### config.mk
export PLATFORM = sky130hd
export DESIGN_NAME = window_feeder
export DESIGN_NICKNAME = d
export VERILOG_FILES = /design/src/rtl/window_feeder.sv
export SDC_FILE = /design/constraint.sdc
export NUM_CORES = 1
export LEC_CHECK = 0
export BUFFER_PORTS_ARGS = -buffer_cell sky130_fd_sc_hd__buf_2
export CAP_MARGIN = 25
export CORE_MARGIN = 2
export CORE_UTILIZATION = 45
export CTS_CLUSTER_DIAMETER = 80
export DETAILED_ROUTE_END_ITERATION = 7
export PLACE_DENSITY = 0.7
export SKIP_LAST_GASP = 1
export SYNTH_ARGS = -nofsm -noshare
export SYNTH_HDL_FRONTEND = slang
export SYNTH_SLANG_ARGS = --single-unit
### constraint.sdc
create_clock -name clk -period 1.78 [get_ports clk]
set_input_delay 0.178 -clock clk [delete_from_list [all_inputs] [get_ports clk]]
set_output_delay 0.178 -clock clk [all_outputs]
set_load 0.005 [all_outputs]
### src/rtl/window_feeder.sv
// Window feeder: packs a character stream into N-lane windows for the
// matching engine, waits for the engine to settle, and reports the result.
module window_feeder #(
    parameter int CHARACTER_WIDTH = 8,
    parameter int CC_ID_BITS      = 1,
    parameter int COUNT_WIDTH     = 16
) (
    input  logic                                           clk,
    input  logic                                           rst,
    input  logic                                           start,
    input  logic                                           in_valid,
    output logic                                           in_ready,
    input  logic [CHARACTER_WIDTH-1:0]                     in_data,
    input  logic                                           in_last,
    input  logic [(2**CC_ID_BITS)-1:0]                     elaborating_chars,
    input  logic                                           any_bb_accept,
    output logic [(2**CC_ID_BITS)*CHARACTER_WIDTH-1:0]     cur_window,
    output logic [(2**CC_ID_BITS)-1:0]                     cur_window_enable,
    output logic [(2**CC_ID_BITS)-1:0]                     cur_window_end_of_s,
    output logic                                           new_char,
    output logic                                           done,
    output logic                                           accepted,
    output logic [COUNT_WIDTH-1:0]                         char_count
);

    localparam int N = 2**CC_ID_BITS;

    typedef enum logic [2:0] {
        S_IDLE,
        S_FILL,
        S_ISSUE,
        S_WAIT,
        S_FLUSH,
        S_DONE
    } state_t;

    state_t                       state_q, state_d;
    logic [CC_ID_BITS-1:0]        idx_q, idx_d;
    logic [N*CHARACTER_WIDTH-1:0] win_q, win_d;
    logic [N-1:0]                 en_q, en_d;
    logic [N-1:0]                 eos_q, eos_d;
    logic                         acc_q, acc_d;
    logic [COUNT_WIDTH-1:0]       cnt_q, cnt_d;
    logic                         first_q, first_d;

    logic hs;
    logic wait_exit;

    assign hs        = in_valid & in_ready;
    // The first WAIT cycle never exits: the engine needs a cycle to raise busy.
    assign wait_exit = (state_q == S_WAIT) && !first_q &&
                       (elaborating_chars == '0);

    assign cur_window          = win_q;
    assign cur_window_enable   = en_q;
    assign cur_window_end_of_s = eos_q;
    assign accepted            = acc_q;
    assign char_count          = cnt_q;

    // State and datapath registers with synchronous active-low reset.
    always_ff @(posedge clk) begin
        if (!rst) begin
            state_q <= S_IDLE;
            idx_q   <= '0;
            win_q   <= '0;
            en_q    <= '0;
            eos_q   <= '0;
            acc_q   <= 1'b0;
            cnt_q   <= '0;
            first_q <= 1'b0;
        end else begin
            state_q <= state_d;
            idx_q   <= idx_d;
            win_q   <= win_d;
            en_q    <= en_d;
            eos_q   <= eos_d;
            acc_q   <= acc_d;
            cnt_q   <= cnt_d;
            first_q <= first_d;
        end
    end

    // Next-state logic.
    always_comb begin
        state_d = state_q;
        unique case (state_q)
            S_IDLE:  if (start) state_d = S_FILL;
            S_FILL:  if (hs && ((&idx_q) || in_last)) state_d = S_ISSUE;
            S_ISSUE: state_d = S_WAIT;
            S_WAIT: begin
                if (wait_exit) begin
                    if (|eos_q)     state_d = S_DONE;
                    else if (acc_q) state_d = S_FLUSH;
                    else            state_d = S_FILL;
                end
            end
            S_FLUSH: if (hs && in_last) state_d = S_DONE;
            S_DONE:  state_d = S_IDLE;
            default: state_d = S_IDLE;
        endcase
    end

    // Moore outputs decoded from the current state.
    always_comb begin
        in_ready = 1'b0;
        new_char = 1'b0;
        done     = 1'b0;
        unique case (state_q)
            S_FILL, S_FLUSH: in_ready = 1'b1;
            S_ISSUE:         new_char = 1'b1;
            S_DONE:          done     = 1'b1;
            default: ;
        endcase
    end

    // Window packing, match capture and saturating character count.
    always_comb begin
        idx_d   = idx_q;
        win_d   = win_q;
        en_d    = en_q;
        eos_d   = eos_q;
        acc_d   = acc_q;
        cnt_d   = cnt_q;
        first_d = (state_q == S_ISSUE);
        unique case (state_q)
            S_IDLE: begin
                if (start) begin
                    idx_d = '0;
                    win_d = '0;
                    en_d  = '0;
                    eos_d = '0;
                    acc_d = 1'b0;
                    cnt_d = '0;
                end
            end
            S_FILL: begin
                if (hs) begin
                    win_d[idx_q*CHARACTER_WIDTH +: CHARACTER_WIDTH] = in_data;
                    en_d[idx_q]  = 1'b1;
                    eos_d[idx_q] = in_last;
                    idx_d        = idx_q + CC_ID_BITS'(1);
                    if (cnt_q != '1) cnt_d = cnt_q + COUNT_WIDTH'(1);
                end
            end
            S_WAIT: begin
                if (wait_exit && !(|eos_q) && !acc_q) begin
                    idx_d = '0;
                    en_d  = '0;
                    eos_d = '0;
                end
            end
            default: ;
        endcase
        if (any_bb_accept &&
            (state_q inside {S_FILL, S_ISSUE, S_WAIT}))
            acc_d = 1'b1;
    end

endmodule

==> metrics.md, run 1 <==
| Metric | Value |
|---|---|
| Global route total overflow | `0` |
| Via count | `2006` |
| Latest clock arrival within the worst-skew pair | `0.30 ns` |
| Biggest area consumer among synthesized cells | `dfxtp_1` |
| Synth-to-Final Area Change | `24.31%` |
| Global-route wire length before repair | `8.349 mm` |
| Critical Path End | `char_count[5]` |
| CP Cell Sequence | `buf_8 > or2_2 > or4_4 > a21oi_2 > mux2i_1` |
| Synth cell types | `58` |
| Num Clock Sinks | `42` |
| Starting Density | `45.93%` |
| Final Cell Area | `2661 um^2` |
| Power per cell area | `732.4 nW/um^2` |
| Tcrit/Tclk final | `96.36%` |
| YS warnings | `0` |
| Antenna-violating nets left | `0` |
| Synth Area per Inst | `9.110 um^2` |
| Worst R2R End | `char_count[5]` |
| WP depth | `5` |
| Max cap viols | `0` |
| Slowest-stage cell, CP | `or4_4` |
| Post-synth net total | `252` |
| CTS tree | `done` |
| Core area | `4661 um^2` |
| Antenna violations before repair | `0` |
| Hold Fails Final Rpt | `0` |
| Fin nets | `316` |
| Number of flops mapped to enable cells by yosys | `0` |
| Leak | `1.125 nW` |
| Die height | `72.98 um` |
| RD Place Congestion | `0.8021` |
| Part of the power in combinational logic | `17.9%` |
| Final-report setup violation count | `0` |
| Crit path launch | `state_q[1]` |
| Sequential fraction of design power | `50.6%` |
| #FFs+latches synth | `42` |
| Die width | `72.98 um` |
| Post-DP HPWL | `3.685 mm` |
| Peak supply drop | `0.5509 mV` |
| CP delay by family, top | `simple AND/OR/NAND/NOR gates` |
| Hold Crit Class | `in -> reg` |
| Vias in the first global route | `1884` |
| Fill cells | `428` |
| Max H-tree Level | `2` |
| Max-slew violations | `0` |
| Reg2reg start | `state_q[1]` |
| Syn Inst Count | `235` |
| Worst-Margin Slew | `0.7713 ns` |
| DRT Wirelength | `5.127 mm` |
| Die area | `5325 um^2` |
| Synth top area share | `39.28%` |
| Worst Path Class, Setup | `reg -> reg` |
| Largest net degree at the start of global routing | `16` |
| DP Area | `2525 um^2` |
| Setup_tns | `0 ns` |
| Max stage delay on crit path | `0.54 ns` |
| Internal | `1.401 mW` |
| CP endpoint kind | `register` |
| RSZ-0062 raised after global routing | `true` |
| Total CTS buffers | `5` |
| WL per Instance | `14.48 um` |
| Site Rows | `25` |
| Via/cell ratio | `5.667` |
| Reg2reg path depth | `5` |
| DRC viols | `0` |
| Reg clk slew, reported paths | `0.08 ns` |
| Share of cells above drive strength 1 | `32.00%` |
| Top cells by area, synth | `dfxtp_1 (39%), mux2i_1 (5.6%), nand2_1 (4.2%)` |
| Ports | `56` |
| Number of port buffers | `55` |
| Crit path buffers/inverters | `1` |
| Clock Tree Buf Depth | `2` |
| Clock Skews | `0.008375 ns` |
| Diode count | `0` |
| 1st-pass router iterations | `4` |
| Relative slew slack | `48.39%` |
| R2R Setup Slk | `0.06 ns` |
| Root Driver | `clkbuf_8` |
| Worst Path Required | `2.01 ns` |
| Multi-input gate area | `1215 um^2` |
| Cell Area, Synth | `2141 um^2` |
| Sw frac | `28.13%` |
| Clock Power Share | `31.5%` |
| Sequential cell area fraction in the yosys report | `39.28%` |
| Overall routing resource usage | `19.98%` |
| Max Fclk | `583.0 MHz` |
| CP Max Fanout | `15` |
| DR iter-0 viols | `130` |
| Run status | `complete, no violations` |
| Net switching power | `0.5482 mW` |
| FF+latch area | `840.8 um^2` |
| Dominant synthesized flop cell | `dfxtp_1` |
| Total power | `1.949 mW` |
| Min Tclk post-route | `1.715 ns` |
| Async set-reset flop share out of synthesis | `0%` |
| Startpoint types | `register` |
| Critical Path AT | `1.94 ns` |
cells by family after synthesis:
kind of cell | after synthesis | synth area share [%]
flops | 42 | 39.28
buf+inv | 22 | 5.435
fa+ha+maj | 1 | 0.5844
simple gates | 106 | 30.10
compound gates | 50 | 17.88
xor+xnor | 1 | 0.4092
mux | 13 | 6.312
synth_stat cells, drive strengths merged (3+ instances only):
library cell  count
and4              5
and3              3
buf              13
nor3b             3
nand3            11
o21ai             5
nor3              5
nand4             5
nor2b             3
nand2b            4
nand2            24
or3              11
nor4              4
inv               4
nor2             15
clkbuf            5
a21oi            12
a22o              8
dfxtp            42
o32ai             3
mux2i            12
a22oi             8
what timing repair did:
action	4_1_cts	5_1_grt
gates resized for setup	1	7
hold buffers	0	0
buffers inserted	0	1
pin swaps	0	1
setup endpoints to repair	12	16
final cells by class:
class	count	share of cell area (%)
multi-input cells	171	45.65
flip-flops and latches	42	31.59
repair buffers	75	16.41
clock buffers	6	2.727
well taps	54	2.539
inverters	4	0.5642
clock inverters	2	0.5172
worst min path at each step:
stage                     startpoint       endpoint  slack, ns  depth (start not counted)
after floorplan           in_data[0]  cur_window[0]       0.30                          1
after global placement    in_data[1]  cur_window[1]       0.40                          2
after detailed placement  in_data[3]  cur_window[3]       0.41                          2
after CTS                 in_data[4]  cur_window[4]        0.1                          2
after global routing      in_data[5]  cur_window[5]       0.11                          2
final                     in_data[4]  cur_window[4]       0.10                          2
per-layer routing:
| layer | routed length [um] | part of all wire (%) | vias up | GRT usage (%) |
|---|---|---|---|---|
| met5 | 0 | 0 | - | 0 |
| met1 | 2460 | 48 | 937 | 26.52 |
| met2 | 2344 | 46 | 55 | 31.31 |
| met3 | 251 | 4.9 | 7 | 4.834 |
| li1 | - | - | 1007 | - |
| met4 | 70 | 1.4 | 0 | 7.819 |
registers in the layout, summed over array words and instances (netlist names):
signal	cells
accepted	1
char_count	16
cur_window	16
cur_window_enable	2
cur_window_end_of_s	2
first_q	1
idx_q	1
state_q	3
layout by cell type, fill, tap and decap left out, types with 4 or more instances in the layout:
| master | count |
|---|---|
| inv_1 | 4 |
| a21oi_1 | 11 |
| a22oi_1 | 8 |
| nor2_1 | 14 |
| buf_4 | 18 |
| clkbuf_8 | 5 |
| nor3_1 | 5 |
| a22o_1 | 8 |
| dfxtp_1 | 42 |
| nand2b_1 | 4 |
| nand4_1 | 5 |
| and4_1 | 4 |
| mux2i_1 | 12 |
| nand2_1 | 24 |
| or3_1 | 11 |
| nand3_1 | 10 |
| buf_2 | 55 |
power by group through the flow:
stage	Combinational (mW)	Clock, mW	Sequential, mW
2_1_floorplan	0.215	0	1.01
3_3_place_gp	0.330	0	1.01
3_5_place_dp	0.333	0	1.01
4_1_cts	0.336	0.627	0.985
5_1_grt	0.384	0.656	0.991
6_report	0.349	0.614	0.986
through the flow:
stage	utilization, %	std cells	setup WS (ns)	hold WS, ns
after global routing	57.10	354	-0.04209	0.1073
final	57.10	354	0.06485	0.1006
after detailed placement	54.17	345	0.01683	0.4085
after floorplan	-	235	0.1777	0.3037
after CTS	56.16	353	0.01323	0.09576
after global placement	54.17	345	0.03075	0.4043
Note: power is estimated with default switching activity, not from simulation.
==> run 2, diff against run 1 <==
--- a/config.mk
+++ b/config.mk
@@ -7,11 +7,13 @@
 export LEC_CHECK = 0
 export BUFFER_PORTS_ARGS = -buffer_cell sky130_fd_sc_hd__buf_2
 export CAP_MARGIN = 25
+export CELL_PAD_IN_SITES_DETAIL_PLACEMENT = 1
+export CELL_PAD_IN_SITES_GLOBAL_PLACEMENT = 2
 export CORE_MARGIN = 2
-export CORE_UTILIZATION = 45
+export CORE_UTILIZATION = 31
 export CTS_CLUSTER_DIAMETER = 80
 export DETAILED_ROUTE_END_ITERATION = 7
-export PLACE_DENSITY = 0.7
+export PLACE_DENSITY = 0.79
 export SKIP_LAST_GASP = 1
 export SYNTH_ARGS = -nofsm -noshare
 export SYNTH_HDL_FRONTEND = slang
==> metrics.md, run 2 (synthesized netlist as in run 1, its figures left out) <==
| Metric | Value |
|---|---|
| DRT Wirelength | `6.281 mm (+23%)` |
| Worst-Margin Slew | `0.8538 ns (+0.08248 ns)` |
| Ports | `56 (unchanged)` |
| Hold Fails Final Rpt | `0 (unchanged)` |
| Number of port buffers | `55 (unchanged)` |
| Overall routing resource usage | `17.00% (-3.0 points)` |
| Worst Path Required | `2.00 ns (about the same)` |
| Post-DP HPWL | `4.604 mm (+25%)` |
| Max H-tree Level | `2 (unchanged)` |
| Post-CTS setup buffer count | `0 (unchanged)` |
| Die height | `87.10 um (+19%)` |
| Min Tclk post-route | `1.716 ns (+0.0009494 ns)` |
| DRC viols | `0 (unchanged)` |
| CTS tree | `done` |
| Num Clock Sinks | `42 (unchanged)` |
| Root Driver | `clkbuf_8` |
| Startpoint types | `register` |
| CP Cell Sequence | `buf_4 > or2_2 > or4_4 > a21oi_2 > mux2i_1` |
| Max Fclk | `582.7 MHz (about the same)` |
| Die width | `87.10 um (+19%)` |
| Relative slew slack | `42.87% (-5.5 points)` |
| CP Max Fanout | `6 (-9)` |
| Core area | `6756 um^2 (+45%)` |
| Run status | `complete, no violations` |
| Via count | `2121 (+5.7%)` |
| Site Rows | `30 (+20%)` |
| Clock Skews | `0.002630 ns (-0.005745 ns)` |
| Antenna-violating nets left | `0 (unchanged)` |
| Die area | `7586 um^2 (+42%)` |
| Vias in the first global route | `2068 (+9.8%)` |
| Hold Crit Class | `in -> reg` |
| 1st-pass router iterations | `4 (unchanged)` |
| Total CTS buffers | `5 (unchanged)` |
| Power per cell area | `767.1 nW/um^2 (+4.7%)` |
| CP delay by family, top | `simple AND/OR/NAND/NOR gates` |
| Slowest-stage cell, CP | `or4_4` |
| Via/cell ratio | `5.481 (-3.3%)` |
| Multi-input gate area | `1222 um^2 (+0.62%)` |
| Fin nets | `324 (+2.5%)` |
| Leading cell type in the layout, fill and taps excluded | `buf_2` |
| Critical Path AT | `1.94 ns (about the same)` |
| Crit path buffers/inverters | `1 (unchanged)` |
| Worst Path Class, Setup | `reg -> reg` |
| Global-route wire length before repair | `10.27 mm (+23%)` |
| Fill cells | `814 (+90%)` |
| Starting Density | `31.69% (-14 points)` |
| Reg clk slew, reported paths | `0.08 ns (about the same)` |
| Fin cells | `387 (+9.3%)` |
| DR iter-0 viols | `99 (-24%)` |
| Placed instance count | `380 (+10%)` |
| Clock Tree Buf Depth | `2 (unchanged)` |
| Latest clock arrival within the worst-skew pair | `0.29 ns (about the same)` |
| Final-report setup violation count | `0 (unchanged)` |
| Global route total overflow | `0 (unchanged)` |
| WL per Instance | `16.23 um (+12%)` |
| Synth-to-Final Area Change | `30.51%` |
| Peak supply drop | `0.3697 mV (-33%)` |
| RD Place Congestion | `0.7696 (-4.1%)` |
| Diode count | `0 (unchanged)` |
| CP endpoint kind | `register` |
| Most frequent cells in the layout | `buf_2 (55), dfxtp_1 (41), buf_4 (26), nand2_1 (24), nor2_1 (14)` |
| Leak | `1.182 nW (+5.1%)` |
| Antenna violations before repair | `0 (unchanged)` |
| Max cap viols | `0 (unchanged)` |
| Max stage delay on crit path | `0.53 ns (about the same)` |
| Tcrit/Tclk final | `96.41% (about the same)` |
| Share of cells above drive strength 1 | `34.20% (+2.2 points)` |
| Setup_tns | `0 ns (unchanged)` |
| Max-slew violations | `0 (unchanged)` |
| Largest net degree at the start of global routing | `26 (+10)` |
| FF+latch area | `842.1 um^2 (+0.15%)` |
[run 2: report_power, final]
part           internal, mW  leakage [nW]  switching [mW]
Sequential            0.966         0.340          0.0199
Combinational         0.168         0.785           0.209
Clock                 0.449        0.0573           0.331
[run 2: final timing paths]
path,slack [ns],to,startpoint,cells past startpoint
setup / recovery,0.06,char_count[5],state_q[1],5
hold / removal,0.11,cur_window[5],in_data[5],2
setup reg to reg,0.06,char_count[5],state_q[1],5
hold reg to reg,0.45,cur_window_enable[1],cur_window_enable[1],2
[run 2: per-stage QoR]
step	area (um^2)	utilization [%]	setup WS [ns]	hold WS (ns)	total power, mW
floorplan	2141	-	0.1777	0.3037	1.223
global placement	2638	39.04	0.04834	0.4064	1.364
detailed placement	2638	39.04	0.04162	0.4152	1.370
CTS	2750	40.70	0.03111	0.1039	2.154
global route	2794	41.35	-0.06251	0.1106	2.252
finish	2794	41.35	0.06390	0.1126	2.143
[run 2: layer usage]
layer  up-vias  global-route usage, %  routed length [um]
li1       1023                      -                   -
met1      1030                  23.90                3127
met2        58                  26.30                2765
met3        10                  3.697                 305
met4         0                  4.615                  83
met5         -                      0                   0
[run 2: area by class of cell]
cell class / instances / share of cell area, %
multi-input combinational: 171 / 43.75
clock inverter: 1 / 1.075
sequential: 42 / 30.14
clock buffer: 6 / 2.956
inverter: 4 / 0.5374
tap: 80 / 3.583
timing repair buffer: 83 / 17.96
[run 2: repair_timing]
item	4_1_cts	5_1_grt
resized for setup	0	8
setup endpoints to repair	0	17
hold buffers	0	0
